===== src/rtl/board_pkg.sv =====
// board_pkg: shared constants, cell layout, piece codes and helpers for the board
// update arbiter.
// Contents:
//   CELLS, CW, IDX_W  board geometry and cell width
//   cell bit positions (cursor colour/present, valid, side, type field)
//   piece_e           piece-type codes
//   merge_cell()      masked read-modify-write of one cell
//   START_BOARD       standard chess start position (used when INIT_BOARD_EN is defined)
package board_pkg;

   localparam int unsigned CELLS     = 64;
   localparam int unsigned CW        = 12;
   localparam int unsigned IDX_W     = 6;
   localparam int unsigned BOARD_W   = CELLS * CW;

   localparam int unsigned CUR_COLOR = 9;
   localparam int unsigned CUR_EN    = 8;
   localparam int unsigned VALID     = 4;
   localparam int unsigned SIDE      = 3;
   localparam int unsigned TYPE_LSB  = 0;
   localparam int unsigned TYPE_W    = 3;

   typedef enum logic [TYPE_W-1:0] {
      PieceNone   = 3'd0,
      PieceKing   = 3'd1,
      PieceQueen  = 3'd2,
      PieceBishop = 3'd3,
      PieceKnight = 3'd4,
      PieceRook   = 3'd5,
      PiecePawn   = 3'd6
   } piece_e;

   function automatic logic [CW-1:0] merge_cell(logic [CW-1:0] old_cell,
                                                logic [CW-1:0] mask,
                                                logic [CW-1:0] data);
      return (old_cell & ~mask) | (data & mask);
   endfunction

   function automatic logic [CW-1:0] make_piece(piece_e kind, logic side);
      logic [CW-1:0] c;
      c                     = '0;
      c[VALID]              = 1'b1;
      c[SIDE]               = side;
      c[TYPE_LSB +: TYPE_W] = kind;
      return c;
   endfunction

   function automatic piece_e back_rank(int unsigned col);
      piece_e p;
      case (col)
         0, 7:    p = PieceRook;
         1, 6:    p = PieceKnight;
         2, 5:    p = PieceBishop;
         3:       p = PieceQueen;
         default: p = PieceKing;
      endcase
      return p;
   endfunction

   // Black occupies rows 0-1 (side=1), white rows 6-7 (side=0).
   function automatic logic [BOARD_W-1:0] start_board();
      logic [BOARD_W-1:0] b;
      b = '0;
      for (int unsigned col = 0; col < 8; col++) begin
         b[(0 * 8 + col) * CW +: CW] = make_piece(back_rank(col), 1'b1);
         b[(1 * 8 + col) * CW +: CW] = make_piece(PiecePawn, 1'b1);
         b[(6 * 8 + col) * CW +: CW] = make_piece(PiecePawn, 1'b0);
         b[(7 * 8 + col) * CW +: CW] = make_piece(back_rank(col), 1'b0);
      end
      return b;
   endfunction

   localparam logic [BOARD_W-1:0] START_BOARD = start_board();

endpackage


===== src/rtl/rr_arbiter2.sv =====
// rr_arbiter2: two-requester round-robin arbiter with a combinational one-hot grant.
// Ports:
//   clk_i   clock
//   rst_i   asynchronous active-high reset (pointer returns to requester 0)
//   en_i    grant enable; when low no grant is issued and the pointer holds
//   req_i   request vector, bit 0 = requester 0
//   gnt_o   one-hot grant, never set without the matching request
// The pointer only moves on a collision, so a lone requester never loses its priority.
module rr_arbiter2 (
   input  logic       clk_i,
   input  logic       rst_i,
   input  logic       en_i,
   input  logic [1:0] req_i,
   output logic [1:0] gnt_o
);

   logic rr_ptr_q, rr_ptr_d;

   always_comb begin
      gnt_o    = 2'b00;
      rr_ptr_d = rr_ptr_q;
      if (en_i) begin
         case (req_i)
            2'b01:   gnt_o = 2'b01;
            2'b10:   gnt_o = 2'b10;
            2'b11: begin
               gnt_o    = rr_ptr_q ? 2'b10 : 2'b01;
               rr_ptr_d = ~rr_ptr_q;
            end
            default: gnt_o = 2'b00;
         endcase
      end
   end

   always_ff @(posedge clk_i or posedge rst_i) begin
      if (rst_i) begin
         rr_ptr_q <= 1'b0;
      end else begin
         rr_ptr_q <= rr_ptr_d;
      end
   end

endmodule


===== src/rtl/board_update_arbiter.sv =====
// board_update_arbiter: owns the 8x8 board shown by the renderer. Single-cell masked
// writes from port A (game logic) and port B (cursor) land in a shadow copy; the shadow
// is copied to the displayed copy only at vblank start, so a frame never tears.
// Ports:
//   pclk, rst            pixel clock; asynchronous active-high reset
//   ven                  vertical active-video enable
//   a_req/a_idx/a_mask/a_data, a_ack   port A write request and same-cycle grant
//   b_req/b_idx/b_mask/b_data, b_ack   port B, same as port A
//   board_data           displayed board, cell i at [i*12 +: 12]
//   dirty                shadow holds writes not yet displayed
//   commit_pulse         high for the cycle after a commit updated board_data
//   frame_cnt            wrapping count of vblank starts
// Build option: define INIT_BOARD_EN to reset both copies to the chess start position
// instead of all zeros.
module board_update_arbiter
   import board_pkg::*;
(
   input  logic                 pclk,
   input  logic                 rst,
   input  logic                 ven,
   input  logic                 a_req,
   input  logic [IDX_W-1:0]     a_idx,
   input  logic [CW-1:0]        a_mask,
   input  logic [CW-1:0]        a_data,
   output logic                 a_ack,
   input  logic                 b_req,
   input  logic [IDX_W-1:0]     b_idx,
   input  logic [CW-1:0]        b_mask,
   input  logic [CW-1:0]        b_data,
   output logic                 b_ack,
   output logic [BOARD_W-1:0]   board_data,
   output logic                 dirty,
   output logic                 commit_pulse,
   output logic [7:0]           frame_cnt
);

`ifdef INIT_BOARD_EN
   localparam logic [BOARD_W-1:0] RESET_BOARD = START_BOARD;
`else
   localparam logic [BOARD_W-1:0] RESET_BOARD = '0;
`endif

   logic [BOARD_W-1:0] shadow_q, shadow_d;
   logic [BOARD_W-1:0] board_q, board_d;
   logic               dirty_q, dirty_d;
   logic               commit_pulse_q, commit_pulse_d;
   logic [7:0]         frame_cnt_q, frame_cnt_d;
   logic               ven_q;

   logic               vbs;
   logic [1:0]         gnt;
   logic               wr_en;
   logic [IDX_W-1:0]   wr_idx;
   logic [CW-1:0]      wr_mask, wr_data;

   assign vbs = ven_q & ~ven;

   // Acks are combinational, so gate with rst to keep them low while reset is held.
   rr_arbiter2 u_arb (
      .clk_i (pclk),
      .rst_i (rst),
      .en_i  (~vbs & ~rst),
      .req_i ({b_req, a_req}),
      .gnt_o (gnt)
   );

   assign a_ack   = gnt[0];
   assign b_ack   = gnt[1];
   assign wr_en   = |gnt;
   assign wr_idx  = gnt[1] ? b_idx  : a_idx;
   assign wr_mask = gnt[1] ? b_mask : a_mask;
   assign wr_data = gnt[1] ? b_data : a_data;

   // Grants are blocked during vbs, so a commit never races a shadow write.
   always_comb begin
      shadow_d       = shadow_q;
      board_d        = board_q;
      dirty_d        = dirty_q;
      commit_pulse_d = 1'b0;
      frame_cnt_d    = frame_cnt_q;
      if (vbs) begin
         frame_cnt_d = frame_cnt_q + 8'd1;
         if (dirty_q) begin
            board_d        = shadow_q;
            dirty_d        = 1'b0;
            commit_pulse_d = 1'b1;
         end
      end else if (wr_en) begin
         shadow_d[wr_idx * CW +: CW] = merge_cell(shadow_q[wr_idx * CW +: CW], wr_mask, wr_data);
         if (wr_mask != '0) begin
            dirty_d = 1'b1;
         end
      end
   end

   always_ff @(posedge pclk or posedge rst) begin
      if (rst) begin
         shadow_q       <= RESET_BOARD;
         board_q        <= RESET_BOARD;
         dirty_q        <= 1'b0;
         commit_pulse_q <= 1'b0;
         frame_cnt_q    <= 8'd0;
         ven_q          <= 1'b0;
      end else begin
         shadow_q       <= shadow_d;
         board_q        <= board_d;
         dirty_q        <= dirty_d;
         commit_pulse_q <= commit_pulse_d;
         frame_cnt_q    <= frame_cnt_d;
         ven_q          <= ven;
      end
   end

   assign board_data   = board_q;
   assign dirty        = dirty_q;
   assign commit_pulse = commit_pulse_q;
   assign frame_cnt    = frame_cnt_q;

endmodule

===== config.mk =====
export PLATFORM = sky130hd
export DESIGN_NAME = board_update_arbiter
export DESIGN_NICKNAME = d
export VERILOG_FILES = /design/src/rtl/board_pkg.sv /design/src/rtl/rr_arbiter2.sv /design/src/rtl/board_update_arbiter.sv
export SDC_FILE = /design/constraint.sdc
export NUM_CORES = 2
export LEC_CHECK = 0
export ABC_CLOCK_PERIOD_IN_PS = 89800
export BUFFER_PORTS_ARGS = -buffer_cell sky130_fd_sc_hd__buf_2
export CAP_MARGIN = 20
export CELL_PAD_IN_SITES_DETAIL_PLACEMENT = 1
export CELL_PAD_IN_SITES_GLOBAL_PLACEMENT = 1
export CORE_AREA = 2 2 541 328
export DETAILED_ROUTE_END_ITERATION = 8
export DIE_AREA = 0 0 543 330
export PLACE_DENSITY = 0.71
export SYNTH_ARGS = -nofsm -noshare
export SYNTH_HDL_FRONTEND = slang
export SYNTH_HIERARCHICAL = 1
export SYNTH_SLANG_ARGS = --single-unit
export TNS_END_PERCENT = 30

===== constraint.sdc =====
create_clock -name pclk -period 89.8 [get_ports pclk]
set_input_delay 26.94 -clock pclk [delete_from_list [all_inputs] [get_ports pclk]]
set_output_delay 26.94 -clock pclk [all_outputs]
set_load 0.05 [all_outputs]

==> summary.md <==
| Metric | Value |
|---|---|
| Multi-input gate area | 28600 sq um |
| Synth cell count leaders | nand2_1 (2460), dfrtp_1 (1548), nor2_1 (890) |
| Post-CTS sizing | 0 |
| Die ar. | 179000 sq um |
| Net Sw Frac | 0.484 |
| Status | completed |
| Ports | 845 |
| Die W | 543 um |
| GPL Wtd Cong | about 1.1 |
| Starting density of the core | 0.397 |
| Cell Int Power | 1.58 mW |
| Tcrit/Tclk final | 0.615 |
| Async S/R FF share, synth | 1.00 |
| Clk_skew | about 0.055 ns |
| Synth top area cells | dfrtp_1 (56%), nand2_1 (13%), a21oi_1 (5.4%) |
| Final WS setup | between 30 and 40 ns |
| Yosys Warn Count | 6 |
| Yosys cell types | 96 |
| Fmax | 18.1 MHz |
| Slew headroom | 0.00138 |
| Psw | between 1 and 1.5 mW |
| Worst stage delay on the critical path | 0.39 ns |
| Via count | 68500 |
| Clk buf depth | 4 |
| Clk Latency, worst-skew pair | approximately 0.86 ns |
| Fraction of layout instances using a drive strength above 1 | 0.187 |
| Vias in the first global route | 66100 |
| Post-DP HPWL | 274000 um |
| CP max FO | 11 |
| Largest net degree at the start of global routing | 167 |
| Netlist Area Pre-Place | 69200 sq um |
| CTS Hold Bufs | 0 |
| Overflow after GRT | 0 |
| Flop pwr share | 0.386 |
| Pins Over Slew Limit | 0 |
| DRC Markers | 0 |
| GRT Total Usage | 0.416 |
| Post-synth top area share | 0.560 |
| Critical Path Sink Type | output port |
| Final net count | roughly 8500 |
| # clock sinks | 1548 |
| HP Class | flip-flop to flip-flop |
| 1st-pass router iterations | 7 |
| Fin. Hold Viols | 0 |
| Power Density | ~37 nW/um^2 |
| Count of final setup violators | 0 |
| Total CTS buffers | 162 |
| DRT iter0 DRCs | 9409 |
| TritonCTS clock tree | built |
| Global-route wire length before repair | around 520000 um |
| CTS clk-pin slew, worst paths | 0.06 ns |
| Top cell by count, worst path | buf_2 |
| Peak supply drop | 0.0000223 V |
| Setup TNS | 0 ns |
| # fillers | 20400 |
| CTS root buffer | clkbuf_16 |
| Sequential share of the synthesized area | 0.560 |
| Number of flops mapped to enable cells by yosys | 0 |
| Place WS | 34.55 ns |
| DRT antenna net count | 0 |
| Worst-path cell chain | buf_2 > nor2b_2 > buf_4 > nor2_1 > nand2_1 > a21oi_4 > buf_2 |
| Initial antenna violation count | 54 |
| H-tree depth | 4 |
| CP startpoint kind | input port |
| P&R area growth vs syn | 18.3% |
| Register area | roughly 39000 sq um |
| Logic pwr share | 0.383 |
| Least-Margin Pin Slew | between 1 and 1.5 ns |
| Mapped Cells | 7718 |
| Post-CTS setup buffers | 0 |
| Synth Flop Type | dfrtp_1 |
| Post-synth top area cell | dfrtp_1 |
| Maximum capacitance violations | 0 |
| Crit Path Class | input port to output port |
| CP max-delay cell | buf_2 |
| Crit path DAT | approximately 28 ns |
| Die Y | 330 um |
| Yosys reg bits | 1548 |
| Port buffer count | around 840 |
| Most frequent cell after synthesis | nand2_1 |
| Synthesized net count | 7794 |
| Avg Cell Area, Syn | 8.97 sq um |
| Clock power frac | 0.230 |
| Min Tclk post-route | 55.27 ns |
| Final wirelength | ~380000 um |
| Cell row count | 119 |
| Core box area | roughly 170000 sq um |
| LEAKAGE | 42.2 nW |
| DR WL/cell | 34.8 um |
| Vias per cell | 6.25 |
| RSZ-0062 raised after global routing | no |
| Critical Path RT | about 63 ns |
==> worst max-delay path: cells and delay by family <==
kind | cells | cell delay, ns
buf+inv | 3 | 0.71
compound gates | 1 | 0.29
simple gates | 3 | 0.39
==> power by group through the flow <==
stage / Clock [mW] / Sequential [mW] / Combinational, mW
5_1_grt: 0.738 / 1.19 / 1.22
2_1_floorplan: 0 / 1.46 / 0.347
3_3_place_gp: 0 / 1.17 / 1.11
6_report: 0.706 / 1.18 / 1.17
4_1_cts: 0.709 / 1.17 / 1.14
3_5_place_dp: 0 / 1.18 / 1.14
==> path summary, 6_finish.rpt <==
check / start / end / slack, ns / cells past startpoint
worst max-delay path: ven / b_ack / 34.53 / 7
worst min-delay path: frame_cnt[7]$_DFFE_PP0P_ / frame_cnt[7]$_DFFE_PP0P_ / 0.47 / 1
worst max register to register: ven_q$_DFF_PP0_ / shadow_q[603]$_DFFE_PP0P_ / 80.61 / 22
worst min register to register: frame_cnt[7]$_DFFE_PP0P_ / frame_cnt[7]$_DFFE_PP0P_ / 0.47 / 1
max in group asynchronous: rst / shadow_q[759]$_DFFE_PP0P_ / 59.43 / 6
min in group asynchronous: rst / u_arb/rr_ptr_q$_DFFE_PP0P_ / 25.98 / 2
==> layer usage <==
metal / vias up / track usage / share of wire
met5: - / 0 / 0.0010
met4: 50 / 0.179 / 0.049
met3: 1029 / 0.189 / 0.14
met2: 4663 / 0.568 / 0.40
met1: 35100 / 0.563 / 0.41
li1: 27600 / - / -
==> metrics by stage <==
step | cell area [sq um] | power [mW] | hold WS, ns | instances | utilization
after global placement | 76300 | 2.28 | 0.455 | 10600 | 0.437
after global routing | 81800 | 3.15 | 0.495 | 10900 | 0.469
after detailed placement | 76300 | 2.31 | 0.457 | 10600 | 0.438
after CTS | 81700 | 3.02 | 0.471 | 10900 | 0.468
final | 81900 | 3.06 | 0.468 | 11000 | 0.470
after floorplan | 69200 | 1.81 | 0.439 | 7718 | -
==> layout make-up <==
class | count | share of cell area
clock buffers | 231 | 0.0582
multi-input cells | 5657 | 0.350
clock inverters | 48 | 0.00724
well taps | 2359 | 0.0360
repair buffers | 1056 | 0.0735
flip-flops and latches | 1548 | 0.473
inverters | 32 | 0.00165
diodes | 29 | 0.000886
==> sequential cells by signal (all words and copies together) (netlist names) <==
signal / flops
board_data: 768
commit_pulse: 1
dirty: 1
frame_cnt: 8
shadow_q: 768
u_arb/rr_ptr_q: 1
ven_q: 1
==> logic make-up after synthesis <==
family,share of synthesized area
xor+xnor,0.00246
buf+inv,0.0328
compound gates,0.147
flops,0.560
simple gates,0.221
mux,0.0342
fa+ha+maj,0.00210
==> cell usage in the layout (no fill, tap or decap), drive strengths merged, types with 18 or more instances in the layout <==
master / n
nand2: 2460
dfrtp: 1548
buf: 1054
nor2: 905
a21oi: 753
o21ai: 365
clkbuf: 233
mux2: 147
a22oi: 123
nand3: 89
and3: 85
nand4: 81
mux2i: 68
a221oi: 57
a221o: 53
inv: 37
o2bb2ai: 36
o211ai: 31
diode: 29
clkinv: 28
nor2b: 28
a222oi: 26
a32oi: 25
nor4: 23
nor3: 22
a211oi: 18
Power figures use the tool's default switching activity.
